[src/rtl/ddr2_host_pkg.sv]
// Shared opcodes, tag layout and command-length helpers for the DDR2 host arbiter.
package ddr2_host_pkg;

  localparam logic [2:0] OP_NOP = 3'b000;
  localparam logic [2:0] OP_SCR = 3'b001;
  localparam logic [2:0] OP_SCW = 3'b010;
  localparam logic [2:0] OP_BLR = 3'b011;
  localparam logic [2:0] OP_BLW = 3'b100;

  localparam int LEN_W = 6;
  localparam int TAG_W = 1 + LEN_W;

  typedef enum logic [1:0] {
    ST_IDLE,
    ST_WDATA,
    ST_ISSUE
  } state_t;

  // Bursts move 8*(SZ+1) words (8..32); single-word ops move one; anything else moves none.
  function automatic logic [LEN_W-1:0] cmd_len(input logic [2:0] cmd, input logic [1:0] sz);
    case (cmd)
      OP_SCR, OP_SCW: return 6'd1;
      OP_BLR, OP_BLW: return {1'b0, sz, 3'b000} + 6'd8;
      default:        return 6'd0;
    endcase
  endfunction

  function automatic logic is_read(input logic [2:0] cmd);
    return (cmd == OP_SCR) || (cmd == OP_BLR);
  endfunction

  function automatic logic is_write(input logic [2:0] cmd);
    return (cmd == OP_SCW) || (cmd == OP_BLW);
  endfunction

endpackage

[src/rtl/fifo.sv]
// Small synchronous FIFO with show-ahead output; a push into a full FIFO is accepted
// only when a pop happens in the same cycle.
module fifo #(
  parameter int WIDTH      = 8,
  parameter int DEPTH_LOG2 = 3
) (
  input  logic             CLK,
  input  logic             RESET,
  input  logic             push,
  input  logic [WIDTH-1:0] push_data,
  input  logic             pop,
  output logic [WIDTH-1:0] pop_data,
  output logic             empty,
  output logic             full
);

  localparam int DEPTH = 1 << DEPTH_LOG2;

  logic [WIDTH-1:0]      mem [DEPTH];
  logic [DEPTH_LOG2-1:0] wr_ptr;
  logic [DEPTH_LOG2-1:0] rd_ptr;
  logic [DEPTH_LOG2:0]   count;
  logic                  do_push;
  logic                  do_pop;

  assign empty    = (count == '0);
  assign full     = (count == (DEPTH_LOG2+1)'(DEPTH));
  assign do_pop   = pop && !empty;
  assign do_push  = push && (!full || do_pop);
  assign pop_data = mem[rd_ptr];

  always_ff @(posedge CLK) begin
    if (do_push) mem[wr_ptr] <= push_data;
  end

  always_ff @(posedge CLK) begin
    if (RESET) begin
      wr_ptr <= '0;
      rd_ptr <= '0;
      count  <= '0;
    end else begin
      if (do_push) wr_ptr <= wr_ptr + 1'b1;
      if (do_pop)  rd_ptr <= rd_ptr + 1'b1;
      case ({do_push, do_pop})
        2'b10:   count <= count + 1'b1;
        2'b01:   count <= count - 1'b1;
        default: count <= count;
      endcase
    end
  end

endmodule

[src/rtl/ddr2_host_arbiter.sv]
// Two-requester host arbiter for a DDR2 controller: round-robin command grant, write
// data streamed ahead of each command, read beats routed back using a tag FIFO.
module ddr2_host_arbiter
  import ddr2_host_pkg::*;
#(
  parameter int TAG_DEPTH_LOG2 = 3
) (
  input  logic            CLK,
  input  logic            RESET,
  input  logic [1:0]      rq_valid,
  input  logic [1:0][2:0] rq_cmd,
  input  logic [1:0][1:0] rq_sz,
  input  logic [1:0][24:0] rq_addr,
  output logic [1:0]      rq_ready,
  input  logic [1:0]      wr_valid,
  input  logic [1:0][15:0] wr_data,
  output logic [1:0]      wr_ready,
  output logic [1:0]      rd_valid,
  output logic [15:0]     rd_data,
  output logic [24:0]     rd_addr,
  output logic [2:0]      CMD,
  output logic [1:0]      SZ,
  output logic [24:0]     ADDR,
  output logic            cmd_put,
  output logic [15:0]     DIN,
  output logic            put_dataFIFO,
  output logic            FETCHING,
  input  logic            READY,
  input  logic            NOTFULL,
  input  logic            VALIDOUT,
  input  logic [15:0]     DOUT,
  input  logic [24:0]     RADDR
);

  state_t           state;
  logic             rr_ptr;
  logic             owner;
  logic [LEN_W-1:0] word_cnt;
  logic [LEN_W-1:0] beat_cnt;
  logic [LEN_W-1:0] beat_left;
  logic [1:0]       cand;
  logic             grant;
  logic             grant_idx;
  logic             wr_fire;
  logic             rd_fire;
  logic             rd_last;
  logic             tag_push;
  logic             tag_pop;
  logic             tag_empty;
  logic             tag_full;
  logic [TAG_W-1:0] tag_in;
  logic [TAG_W-1:0] tag_head;

  // Every handshake is qualified by the registered state and masked while RESET is high.
  always_comb begin
    for (int i = 0; i < 2; i++) cand[i] = rq_valid[i] && !(is_read(rq_cmd[i]) && tag_full);
    grant     = !RESET && (state == ST_IDLE) && READY && (cand != 2'b00);
    grant_idx = cand[rr_ptr] ? rr_ptr : ~rr_ptr;
    rq_ready  = '0;
    if (grant) rq_ready[grant_idx] = 1'b1;

    wr_fire      = !RESET && (state == ST_WDATA) && wr_valid[owner] && NOTFULL;
    wr_ready     = '0;
    if (wr_fire) wr_ready[owner] = 1'b1;
    put_dataFIFO = wr_fire;
    DIN          = wr_fire ? wr_data[owner] : 16'd0;

    cmd_put  = !RESET && (state == ST_ISSUE) && NOTFULL;
    tag_push = cmd_put && is_read(CMD);
    tag_in   = {owner, cmd_len(CMD, SZ)};

    // A zero beat count means the head tag has not been started yet.
    beat_left = (beat_cnt == '0) ? tag_head[LEN_W-1:0] : beat_cnt;
    rd_fire   = !RESET && VALIDOUT && !tag_empty;
    rd_last   = (beat_left == 6'd1);
    tag_pop   = rd_fire && rd_last;
    rd_valid  = '0;
    if (rd_fire) rd_valid[tag_head[TAG_W-1]] = 1'b1;
    rd_data  = rd_fire ? DOUT : 16'd0;
    rd_addr  = rd_fire ? RADDR : 25'd0;
    FETCHING = !RESET && !tag_empty;
  end

  always_ff @(posedge CLK) begin
    if (RESET) begin
      state    <= ST_IDLE;
      rr_ptr   <= 1'b0;
      owner    <= 1'b0;
      word_cnt <= '0;
      CMD      <= OP_NOP;
      SZ       <= '0;
      ADDR     <= '0;
    end else begin
      case (state)
        ST_IDLE: begin
          if (grant) begin
            rr_ptr   <= ~grant_idx;
            owner    <= grant_idx;
            CMD      <= rq_cmd[grant_idx];
            SZ       <= rq_sz[grant_idx];
            ADDR     <= rq_addr[grant_idx];
            word_cnt <= cmd_len(rq_cmd[grant_idx], rq_sz[grant_idx]);
            // Unknown opcodes are acknowledged but never reach the controller.
            if (is_write(rq_cmd[grant_idx]))     state <= ST_WDATA;
            else if (is_read(rq_cmd[grant_idx])) state <= ST_ISSUE;
          end
        end
        ST_WDATA: begin
          if (wr_fire) begin
            word_cnt <= word_cnt - 6'd1;
            if (word_cnt == 6'd1) state <= ST_ISSUE;
          end
        end
        ST_ISSUE: begin
          if (NOTFULL) state <= ST_IDLE;
        end
        default: state <= ST_IDLE;
      endcase
    end
  end

  always_ff @(posedge CLK) begin
    if (RESET)        beat_cnt <= '0;
    else if (rd_fire) beat_cnt <= rd_last ? 6'd0 : beat_left - 6'd1;
  end

  fifo #(
    .WIDTH     (TAG_W),
    .DEPTH_LOG2(TAG_DEPTH_LOG2)
  ) u_tag_fifo (
    .CLK      (CLK),
    .RESET    (RESET),
    .push     (tag_push),
    .push_data(tag_in),
    .pop      (tag_pop),
    .pop_data (tag_head),
    .empty    (tag_empty),
    .full     (tag_full)
  );

endmodule

[config.mk]
export PLATFORM = sky130hd
export DESIGN_NAME = ddr2_host_arbiter
export DESIGN_NICKNAME = d
export VERILOG_FILES = /design/src/rtl/ddr2_host_pkg.sv /design/src/rtl/fifo.sv /design/src/rtl/ddr2_host_arbiter.sv
export SDC_FILE = /design/constraint.sdc
export NUM_CORES = 1
export LEC_CHECK = 0
export BUFFER_PORTS_ARGS = -buffer_cell sky130_fd_sc_hd__clkbuf_2
export CORE_MARGIN = 4
export CORE_UTILIZATION = 52
export DETAILED_ROUTE_END_ITERATION = 8
export GPL_ROUTABILITY_DRIVEN = 0
export MAX_ROUTING_LAYER = met4
export PLACE_DENSITY = 0.87
export SYNTH_ARGS = -nofsm -noshare
export SYNTH_HDL_FRONTEND = slang
export SYNTH_SLANG_ARGS = --single-unit
[constraint.sdc]
create_clock -name CLK -period 8.6 [get_ports CLK]
set_clock_uncertainty 0.1 [all_clocks]
set_input_delay 0.86 -clock CLK [delete_from_list [all_inputs] [get_ports CLK]]
set_output_delay 0.86 -clock CLK [all_outputs]
set_load 0.02 [all_outputs]
Word-level counts from Yosys, hierarchy flattened
Memories as Yosys holds them, arrays and structs flattened. A register that Yosys moved wholly into a read port is not among the register bits. Cells that the tools add are included.

Equal/unequal tests: 24. Magnitude comparators: 7. Reduce and logical (&&, ||, !) cells: 46. Bitwise logic cells: 2. Add/subtract/negate cells: 8. Mux-type cells: 44.

Operator list (number): $mux W25 (3); $mux W16 (4); $pmux W6 S2 (3); $mux W6 (4); $logic_and A1 B1 Y1 (22); $mux W2 (11); $eq A3 B2 Y1 const B (6); $add A5 B4 Y6 const B (2); $eq A3 B1 Y1 const B (4); $eq A6 B1 Y1 const B (2); $mux W3 (4); $sub A6 B1 Y6 const B (2); $mux W1 (10); $lt A1 B2 Y1 const B (4); $pmux W4 S2 (1); $reduce_or A2 Y1 (4); $add A3 B1 Y3 const B (2); $eq A3 B3 Y1 const B (2); $logic_not A6 Y1 (1); $logic_or A1 B1 Y1 (6); $ne A2 B2 Y1 const B (3); $pmux W2 S3 (1); $reduce_bool A2 Y1 (3); $logic_not A1 Y1 (5); 15 further kinds (22).

Input bits: 142. Memories kept: 1. Register bits: 56. Bits in writable memories: 56.

Memory list: u_tag_fifo.mem (words 8, width 7, rd ports 1, clocked after memory_dff 1, wr ports 1, line fifo.sv:19) `logic [WIDTH-1:0] mem [DEPTH];`.

Depth between registers and ports, before layout
Gate-level depths: netlist of run 1.

Depth in word-level cells: 16. Mapped depth: 19. Mapped depth without buffers: 16.

By module
A second synthesis of run 1 with hierarchy kept.

Cells, all modules: 575. Area total of the unflattened synthesis: 6107.1 um^2.

By module, submodules not included: ddr2_host_arbiter (area each 3219.3 um^2, instances 1, cells each 411, sequential area each 920.9 um^2); fifo (area each 2887.8 um^2, instances 1, cells each 164, sequential area each 1941.9 um^2).

Worst setup path before layout of run 1
No wires, ideal clock.

Kind: reg2reg. Start: register beat_cnt[0]. End: register u_tag_fifo.count[2]. Clock period less this slack: 3.714 ns. Library setup time: 0.070 ns. Arrival: 3.544 ns. Stages on the path, launching flop included: 18. Path slack: 4.886 ns. Cells stage by stage: dfxtp_1 or3_4 nor4_4 a21oi_1 inv_1 ha_1 nand2_1 a311oi_2 nand3_2 o21a_1 buf_6 ha_1 xor2_1 ha_1 a21oi_1 xor2_1 or3_1 a21oi_1.

Word-level cells in the longest chain between the ends: 9. Elaborated cells on any way between the ends: 11. Classes of those cells: eq/ne: 3; mux: 2; reduce/logical: 6.

RTL lines: start: declaration (line ddr2_host_arbiter.sv:39) `logic [LEN_W-1:0] beat_cnt;`; start signal: assignment (line ddr2_host_arbiter.sv:124) `else if (rd_fire) beat_cnt <= rd_last ? 6'd0 : beat_left - 6'd1;`; $logic_not A6 Y1 (line ddr2_host_arbiter.sv:73) `beat_left = (beat_cnt == '0) ? tag_head[LEN_W-1:0] : beat_cnt;`; $mux W6 (*) (line ddr2_host_arbiter.sv:73); $eq A6 B1 Y1 (*) (line ddr2_host_arbiter.sv:75) `rd_last = (beat_left == 6'd1);`; $logic_and A1 B1 Y1 (*) (line ddr2_host_arbiter.sv:76) `tag_pop = rd_fire && rd_last;`; $logic_and A1 B1 Y1 (*) (line fifo.sv:28) `assign do_pop = pop && !empty;`; $logic_or A1 B1 Y1 (line fifo.sv:29) `assign do_push = push && (!full || do_pop);`; $logic_and A1 B1 Y1 (line fifo.sv:29); $eq A2 B1 Y1 / $eq A2 B2 Y1 (equally long branches) (line fifo.sv:44) `case ({do_push, do_pop})`; $pmux W4 S2 / $reduce_bool A2 Y1 (equally long branches); end signal: assignment (line fifo.sv:45) `2'b10: count <= count + 1'b1;`; end signal: assignment (line fifo.sv:46) `2'b01: count <= count - 1'b1;`; end signal: assignment (line fifo.sv:47) `default: count <= count;`; end: declaration (line fifo.sv:22) `logic [DEPTH_LOG2:0] count;`.

Every way passes the cells marked *; elsewhere a longest branch is shown, timed or not. A chain may end at the register's enable or synchronous reset.

==> results of run 1 <==
final timing paths:
check / slack (ps) / to / startpoint / depth (start not counted)
setup / recovery: 3960 / u_tag_fifo.count[2] / flip-flop / 16
hold / removal: 390 / word_cnt[1] / word_cnt[1] / 2
setup reg to reg: 3960 / u_tag_fifo.count[2] / flip-flop / 16
hold reg to reg: 390 / word_cnt[1] / word_cnt[1] / 2
tightest hold or removal path, cell delays in order (launching register included):
cell	delay (ps)
dfxtp_1	340
nand2_1	60
a21oi_1	50
cell usage in the layout (no fill, tap or decap), types with 3 or more instances in the layout:
cell / netlist / routed
a211oi_1: 24 / 24
a21o_1: 3 / 3
a21oi_1: 18 / 18
a22o_1: 17 / 17
a22oi_1: 11 / 11
and2_1: 46 / 46
buf_4: 0 / 3
clkbuf_2: 0 / 237
clkbuf_8: 0 / 9
dfxtp_1: 59 / 59
edfxtp_1: 40 / 40
ha_1: 11 / 11
inv_1: 10 / 10
mux2_2: 3 / 3
mux2i_1: 38 / 38
mux4_2: 4 / 4
nand2_1: 27 / 27
nand2b_1: 4 / 4
nand3_1: 11 / 11
nor2_1: 51 / 51
nor2b_1: 9 / 9
nor3_1: 8 / 8
nor3b_1: 5 / 4
nor4b_2: 3 / 3
o21ai_0: 13 / 13
or3_1: 4 / 4
xnor2_1: 8 / 8
xor2_1: 8 / 8
synth_stat cells, types with 7 or more instances:
cell type / count / area [sq um]
a21oi_1: 18 / 90.1
and2_1: 46 / 288
dfxtp_1: 59 / 1180
nand3_1: 11 / 55.1
clkbuf_1: 15 / 56.3
a211oi_1: 24 / 180
a22o_1: 17 / 149
nor3_1: 8 / 40.0
xnor2_1: 8 / 70.1
ha_1: 11 / 138
buf_2: 7 / 35.0
mux2i_1: 38 / 380
nand2_1: 27 / 101
o21ai_0: 13 / 65.1
nor2_1: 51 / 191
a22oi_1: 11 / 82.6
xor2_1: 8 / 70.1
nor2b_1: 9 / 56.3
edfxtp_1: 40 / 1200
inv_1: 10 / 37.5
metrics by stage:
stage,util,worst slack [ps]
final,0.680,3960
after global routing,0.680,3750
after CTS,0.680,3990
after detailed placement,0.661,4030
after global placement,0.661,4320
after floorplan,-,4890
metal layers:
layer | wire [um] | track usage | up-vias
met5 | 0 | - | -
met4 | 233 | 0.0784 | 0
met3 | 929 | 0.0329 | 25
met2 | 7330 | 0.382 | 195
met1 | 5830 | 0.287 | 2220
li1 | - | - | 2322
logic make-up (layout without fill, tap and decap cells):
logic type / after synthesis / after routing / synth area share
AOI/OAI and AO/OA: 110 / 110 / 0.159
xor gates and xnor gates: 16 / 16 / 0.0261
adders and majority gates: 11 / 11 / 0.0256
buffers and inverters: 46 / 267 / 0.0473
DFF: 99 / 99 / 0.444
muxes: 47 / 47 / 0.0988
and+or+nand+nor: 186 / 186 / 0.199
power breakdown:
part / switching, W / total, W / internal, W
Sequential: 0.0000119 / 0.000515 / 0.000503
Combinational: 0.0000753 / 0.000138 / 0.0000622
Clock: 0.000166 / 0.000294 / 0.000128
state kept, by name, indices dropped and copies added (netlist names), 2 cells and up, named ones only:
name,cells
state,2
u_tag_fifo.wr_ptr,3
u_tag_fifo.rd_ptr,3
SZ,2
word_cnt,6
ADDR,25
u_tag_fifo.mem,40
CMD,3
u_tag_fifo.count,4
beat_cnt,6
layout make-up:
class                   instances  share of cell area
flip-flops and latches         99               0.353
well taps                     133              0.0247
multi-input cells             370               0.408
inverters                      11             0.00612
repair buffers                240               0.179
clock inverters                 4             0.00557
clock buffers                  12              0.0232
==> impl_metrics.csv, run 1 <==
group,metric,value,unit
status,outcome,"completed",
grt,grt_remaining_overflow,0,
floorplanning,dieArea,0.0120,sq mm
clocking,clock_latency,360,ps
setup_path,crit_fanout,16,
finish,design_area,0.00674,sq mm
logic_synthesis,syn-num-nets,668,
route,avgRoutedWirePerCell,16.5,um
setup_path,max_stage_delay,890,ps
clocking,cts_hold_buf,0,
power,p_leak,2.99,nW
placement,io_buffers,237,
finish,regArea,0.00238,sq mm
timing,period_share,0.539,
grt,first_global_vias,4534,
clocking,cts_setup_buffers,0,
route,ant_nets,0,
placement,dp_cells,853,
route,firstDrtPassIters,5,
setup_path,crit_slowest_cell,"dfxtp_1",
timing,slew_viol_final,0,
finish,antenna_cells,0,
logic_synthesis,synth_area_per_cell,10.4,sq um
timing,tns,0,ps
placement,place_area,0.00655,sq mm
grt,antenna_found_initial,0,
route,wl,14300,um
clocking,cts.path.max_buffers,2,
setup_path,crit_path_cell_trace,"mux4_2, mux2_2, a21oi_1, inv_1, ha_1, nand2_1, a311oi_2, nand3_2, o21a_1, ha_1, xor2_1, ha_1, a21oi_1, xor2_1, or3_1, a21oi_1",
setup_path,cp-end-kind,"flip-flop",
timing,relSlewSlack,0.276,
floorplanning,ios,238,
finish,syn2layout_area_growth,25.6,%
floorplanning,core.rowCount,36,
grt,grt_pass1_wl,21300,um
grt,grt_max_degree,56,
clocking,clockRootBuffer,"clkbuf_8",
logic_synthesis,synth-edff-count,40,
route,vias,4762,
clocking,cts.reportedPaths.clkPinSlew,100,ps
timing,finalSetupViolations,0,
clocking,cts.sinks,99,
floorplanning,start_util,0.542,
logic_synthesis,ys_seq_area_frac,0.444,
grt,grtUsageTotal,0.229,
floorplanning,die_x,110,um
power,power_density,140,mW/mm^2
route,drcViolationCount,0,
floorplanning,core_area,0.00991,sq mm
timing,clock.fmax,216,MHz
finish,final-instance-count-excl-fill,869,
setup_path,critPathArrivalTime,4820,ps
logic_synthesis,syn-cell-area,0.00537,sq mm
finish,drive_gt1_frac,0.383,
clocking,cts_tree,"done",
logic_synthesis,synth_cell_types,67,
placement,hpwl,11100,um
logic_synthesis,async_flop_share,0,
clocking,cts_resized,0,
logic_synthesis,synth_seq_cells,99,
timing,hold-worst-slack,388,ps
setup_path,critical_path.top_delay_family,"compound AO/OA/AOI/OAI gates",
timing,worst_pin_slew,1080,ps
logic_synthesis,syn_inst,515,
clocking,htree_levels,3,
setup_path,crit_buf_inv,1,
power,p_total,0.000946,W
finish,final_nets,884,
clocking,numCtsBuffers,9,
logic_synthesis,ys_warn_count,0,
hold_path,min_path_type,"flip-flop to flip-flop",
finish,multi_input_area,0.00275,sq mm
finish,fillers,787,
logic_synthesis,ys.flop_type,"dfxtp_1",
setup_path,critPathLaunchType,"flip-flop",
power,vdd_drop_max,0.0825,mV
timing,period_needed,4640,ps
floorplanning,dieHeight,110,um
route,drt_iter0_markers,301,
timing,rsz0062_at_grt,"false",
timing,final-hold-violation-count,0,
flow_run,maxCapViolations,0,
setup_path,critPathRequiredTime,8780,ps
route,vias_per_cell,5.48,
setup_path,crit_type,"flip-flop to flip-flop",
Power figures use the tool's default switching activity.
==> run 2, diff against run 1 <==
--- a/config.mk
+++ b/config.mk
@@ -5,13 +5,14 @@
 export SDC_FILE = /design/constraint.sdc
 export NUM_CORES = 1
 export LEC_CHECK = 0
+export ABC_AREA = 1
 export BUFFER_PORTS_ARGS = -buffer_cell sky130_fd_sc_hd__clkbuf_2
 export CORE_MARGIN = 4
-export CORE_UTILIZATION = 52
+export CORE_UTILIZATION = 47
 export DETAILED_ROUTE_END_ITERATION = 8
 export GPL_ROUTABILITY_DRIVEN = 0
 export MAX_ROUTING_LAYER = met4
-export PLACE_DENSITY = 0.87
+export PLACE_DENSITY = 0.8
 export SYNTH_ARGS = -nofsm -noshare
 export SYNTH_HDL_FRONTEND = slang
 export SYNTH_SLANG_ARGS = --single-unit
==> constraint.sdc (replaced) <==
create_clock -name CLK -period 4.45 [get_ports CLK]
set_clock_uncertainty 0.1 [all_clocks]
set_input_delay 0.445 -clock CLK [delete_from_list [all_inputs] [get_ports CLK]]
set_output_delay 0.445 -clock CLK [all_outputs]
set_load 0.02 [all_outputs]
==> impl_metrics.csv, run 2 <==
group,metric,value,unit
status,outcome,"completed",
timing,final-hold-violation-count,0,
floorplanning,dieArea,0.0127,sq mm
setup_path,crit_type,"flip-flop to flip-flop",
finish,drive_gt1_frac,0.298,
timing,period_needed,3370,ps
logic_synthesis,synth-edff-count,40,
logic_synthesis,syn-cell-area,0.00517,sq mm
clocking,cts.sinks,99,
route,vias,5283,
placement,io_buffers,237,
clocking,cts.reportedPaths.clkPinSlew,100,ps
flow_run,maxCapViolations,0,
setup_path,critPathRequiredTime,4600,ps
logic_synthesis,async_flop_share,0,
logic_synthesis,synth_cell_types,34,
hold_path,min_path_type,"primary input to flip-flop",
power,p_sw_frac,0.321,
logic_synthesis,synth_largest_area_cell,"edfxtp_1",
floorplanning,dieHeight,113,um
clocking,clock_latency,360,ps
grt,antenna_found_initial,0,
grt,grtUsageTotal,0.210,
clocking,cts_resized,0,
route,drcViolationCount,0,
clocking,cts_tree,"done",
finish,syn2layout_area_growth,29.1,%
power,p_leak,3.43,nW
logic_synthesis,ys_seq_area_frac,0.461,
logic_synthesis,synth_seq_cells,99,
power,switching_power,0.000736,W
power,vdd_drop_max,0.239,mV
clocking,cts_setup_buffers,0,
finish,fillers,1007,
logic_synthesis,synth_area_leaders,"edfxtp_1 (23%), dfxtp_1 (23%), nand2_1 (12%), inv_1 (7.6%), nor2_1 (6.9%)",
setup_path,critPathLaunchType,"flip-flop",
placement,hpwl,10400,um
logic_synthesis,syn_inst,696,
timing,period_share,0.756,
clocking,cts_hold_buf,0,
logic_synthesis,yosysMostFrequentCell,"nand2_1",
timing,relSlewSlack,0.501,
clocking,cts.path.max_buffers,2,
power,intPower,0.00156,W
finish,regMostFlops,"u_tag_fifo.mem",
grt,grt_max_degree,51,
power,power_density,344,mW/mm^2
setup_path,critPathArrivalTime,3520,ps
floorplanning,die_x,113,um
setup_path,crit_fanout,20,
timing,finalSetupViolations,0,
logic_synthesis,syn-num-nets,849,
clocking,clockRootBuffer,"clkbuf_8",
timing,slew_viol_final,0,
logic_synthesis,ys_warn_count,0,
logic_synthesis,yosys.area.top_type_share,0.232,
logic_synthesis,synth_common_cells,"nand2_1 (167), inv_1 (105), nor2_1 (95)",
timing,clock.fmax,297,MHz
route,avgRoutedWirePerCell,12.6,um
finish,final_common_cell,"clkbuf_2",
logic_synthesis,ys.flop_type,"dfxtp_1",
timing,tns,0,ps
floorplanning,ios,238,
power,p_seq_frac,0.472,
clocking,htree_levels,3,
route,wl,13500,um
logic_synthesis,synth_area_per_cell,7.43,sq um
finish,final_cell_mix,"clkbuf_2 (237), nand2_1 (167), inv_1 (105), nor2_1 (95), dfxtp_1 (59)",
timing,rsz0062_at_grt,"false",
grt,first_global_vias,4705,
floorplanning,core_area,0.0108,sq mm
power,p_comb_frac,0.258,
route,firstDrtPassIters,5,
finish,antenna_cells,0,
setup_path,cp-end-kind,"flip-flop",
floorplanning,core.rowCount,38,
timing,worst_pin_slew,744,ps
grt,grt_remaining_overflow,0,
route,drt_iter0_markers,249,
grt,grt_pass1_wl,21700,um
finish,top_regs,"u_tag_fifo.mem x40, ADDR x25",
route,vias_per_cell,4.94,
clocking,numCtsBuffers,9,
route,ant_nets,0,
power,p_total,0.00229,W
finish,final_nets,1078,
finish,largest_register_ffs,40,
power,clkPwrFrac,0.270,
floorplanning,start_util,0.479,
## run 2: final timing paths
path | slack (ps) | cells after the start | end | start
min reg2reg | 370 | 2 | beat_cnt[0] | beat_cnt[0]
max | 1080 | 20 | u_tag_fifo.count[3] | flip-flop
min | 190 | 3 | ADDR[14] | rq_addr[39]
max reg2reg | 1080 | 20 | u_tag_fifo.count[3] | flip-flop
## run 2: final cells by class
class	count	area, sq um	area share
clock buffers	11	131	0.0197
clock inverters	5	85.1	0.0128
well taps	140	175	0.0263
multi-input cells	460	2240	0.336
flip-flops and latches	99	2380	0.357
inverters	111	417	0.0624
repair buffers	244	1240	0.186
## run 2: cell families after synthesis
logic type / count (synthesis) / share of synthesized area
AND/OR/NAND/NOR: 323 / 0.259
buffers and inverters: 137 / 0.105
AO/OA/AOI/OAI: 122 / 0.142
flip-flops: 99 / 0.461
adder cells (fa/ha/maj): 11 / 0.0266
XOR/XNOR: 4 / 0.00678
## run 2: critical path, cell delays in order (launching register included)
cell	delay, ps
dfxtp_1	440
inv_2	290
nor2_1	70
o211ai_1	190
nand3_1	140
nand2_1	110
ha_1	140
inv_1	40
nor2_2	120
nand3_2	130
nand2_2	150
nand2_1	130
ha_1	280
nand2_1	80
inv_1	60
nor2_1	130
nand3_1	130
o31ai_1	110
o211ai_1	160
o21ai_0	200
a21oi_1	50
## run 2: per-layer routing
| layer | GRT usage | routed length, um | share of wire | vias to the layer above |
|---|---|---|---|---|
| li1 | - | - | - | 2708 |
| met1 | 0.270 | 5670 | 0.42 | 2356 |
| met2 | 0.346 | 6610 | 0.49 | 198 |
| met3 | 0.0332 | 1010 | 0.075 | 21 |
| met4 | 0.0617 | 206 | 0.015 | 0 |
| met5 | - | 0 | 0 | - |
## run 2: power by group through the flow
stage          Sequential (W)  Clock [W]  Combinational, W
6_report              0.00108   0.000619          0.000593
3_5_place_dp          0.00110          0          0.000585
4_1_cts               0.00108   0.000632          0.000593
2_1_floorplan         0.00113          0          0.000352
3_3_place_gp          0.00110          0          0.000575
5_1_grt               0.00109   0.000675          0.000671
## run 2: stage by stage
stage               instance area [sq um]  hold slack, ps  setup WS, ps  utilization  cells
global route                         6670             191           774        0.618   1070
finish                               6670             195          1080        0.618   1070
CTS                                  6670             180          1150        0.618   1070
detailed placement                   6460             360          1220        0.598   1054
floorplan                            5170             333          1590            -    696
global placement                     6460             354          1320        0.598   1054
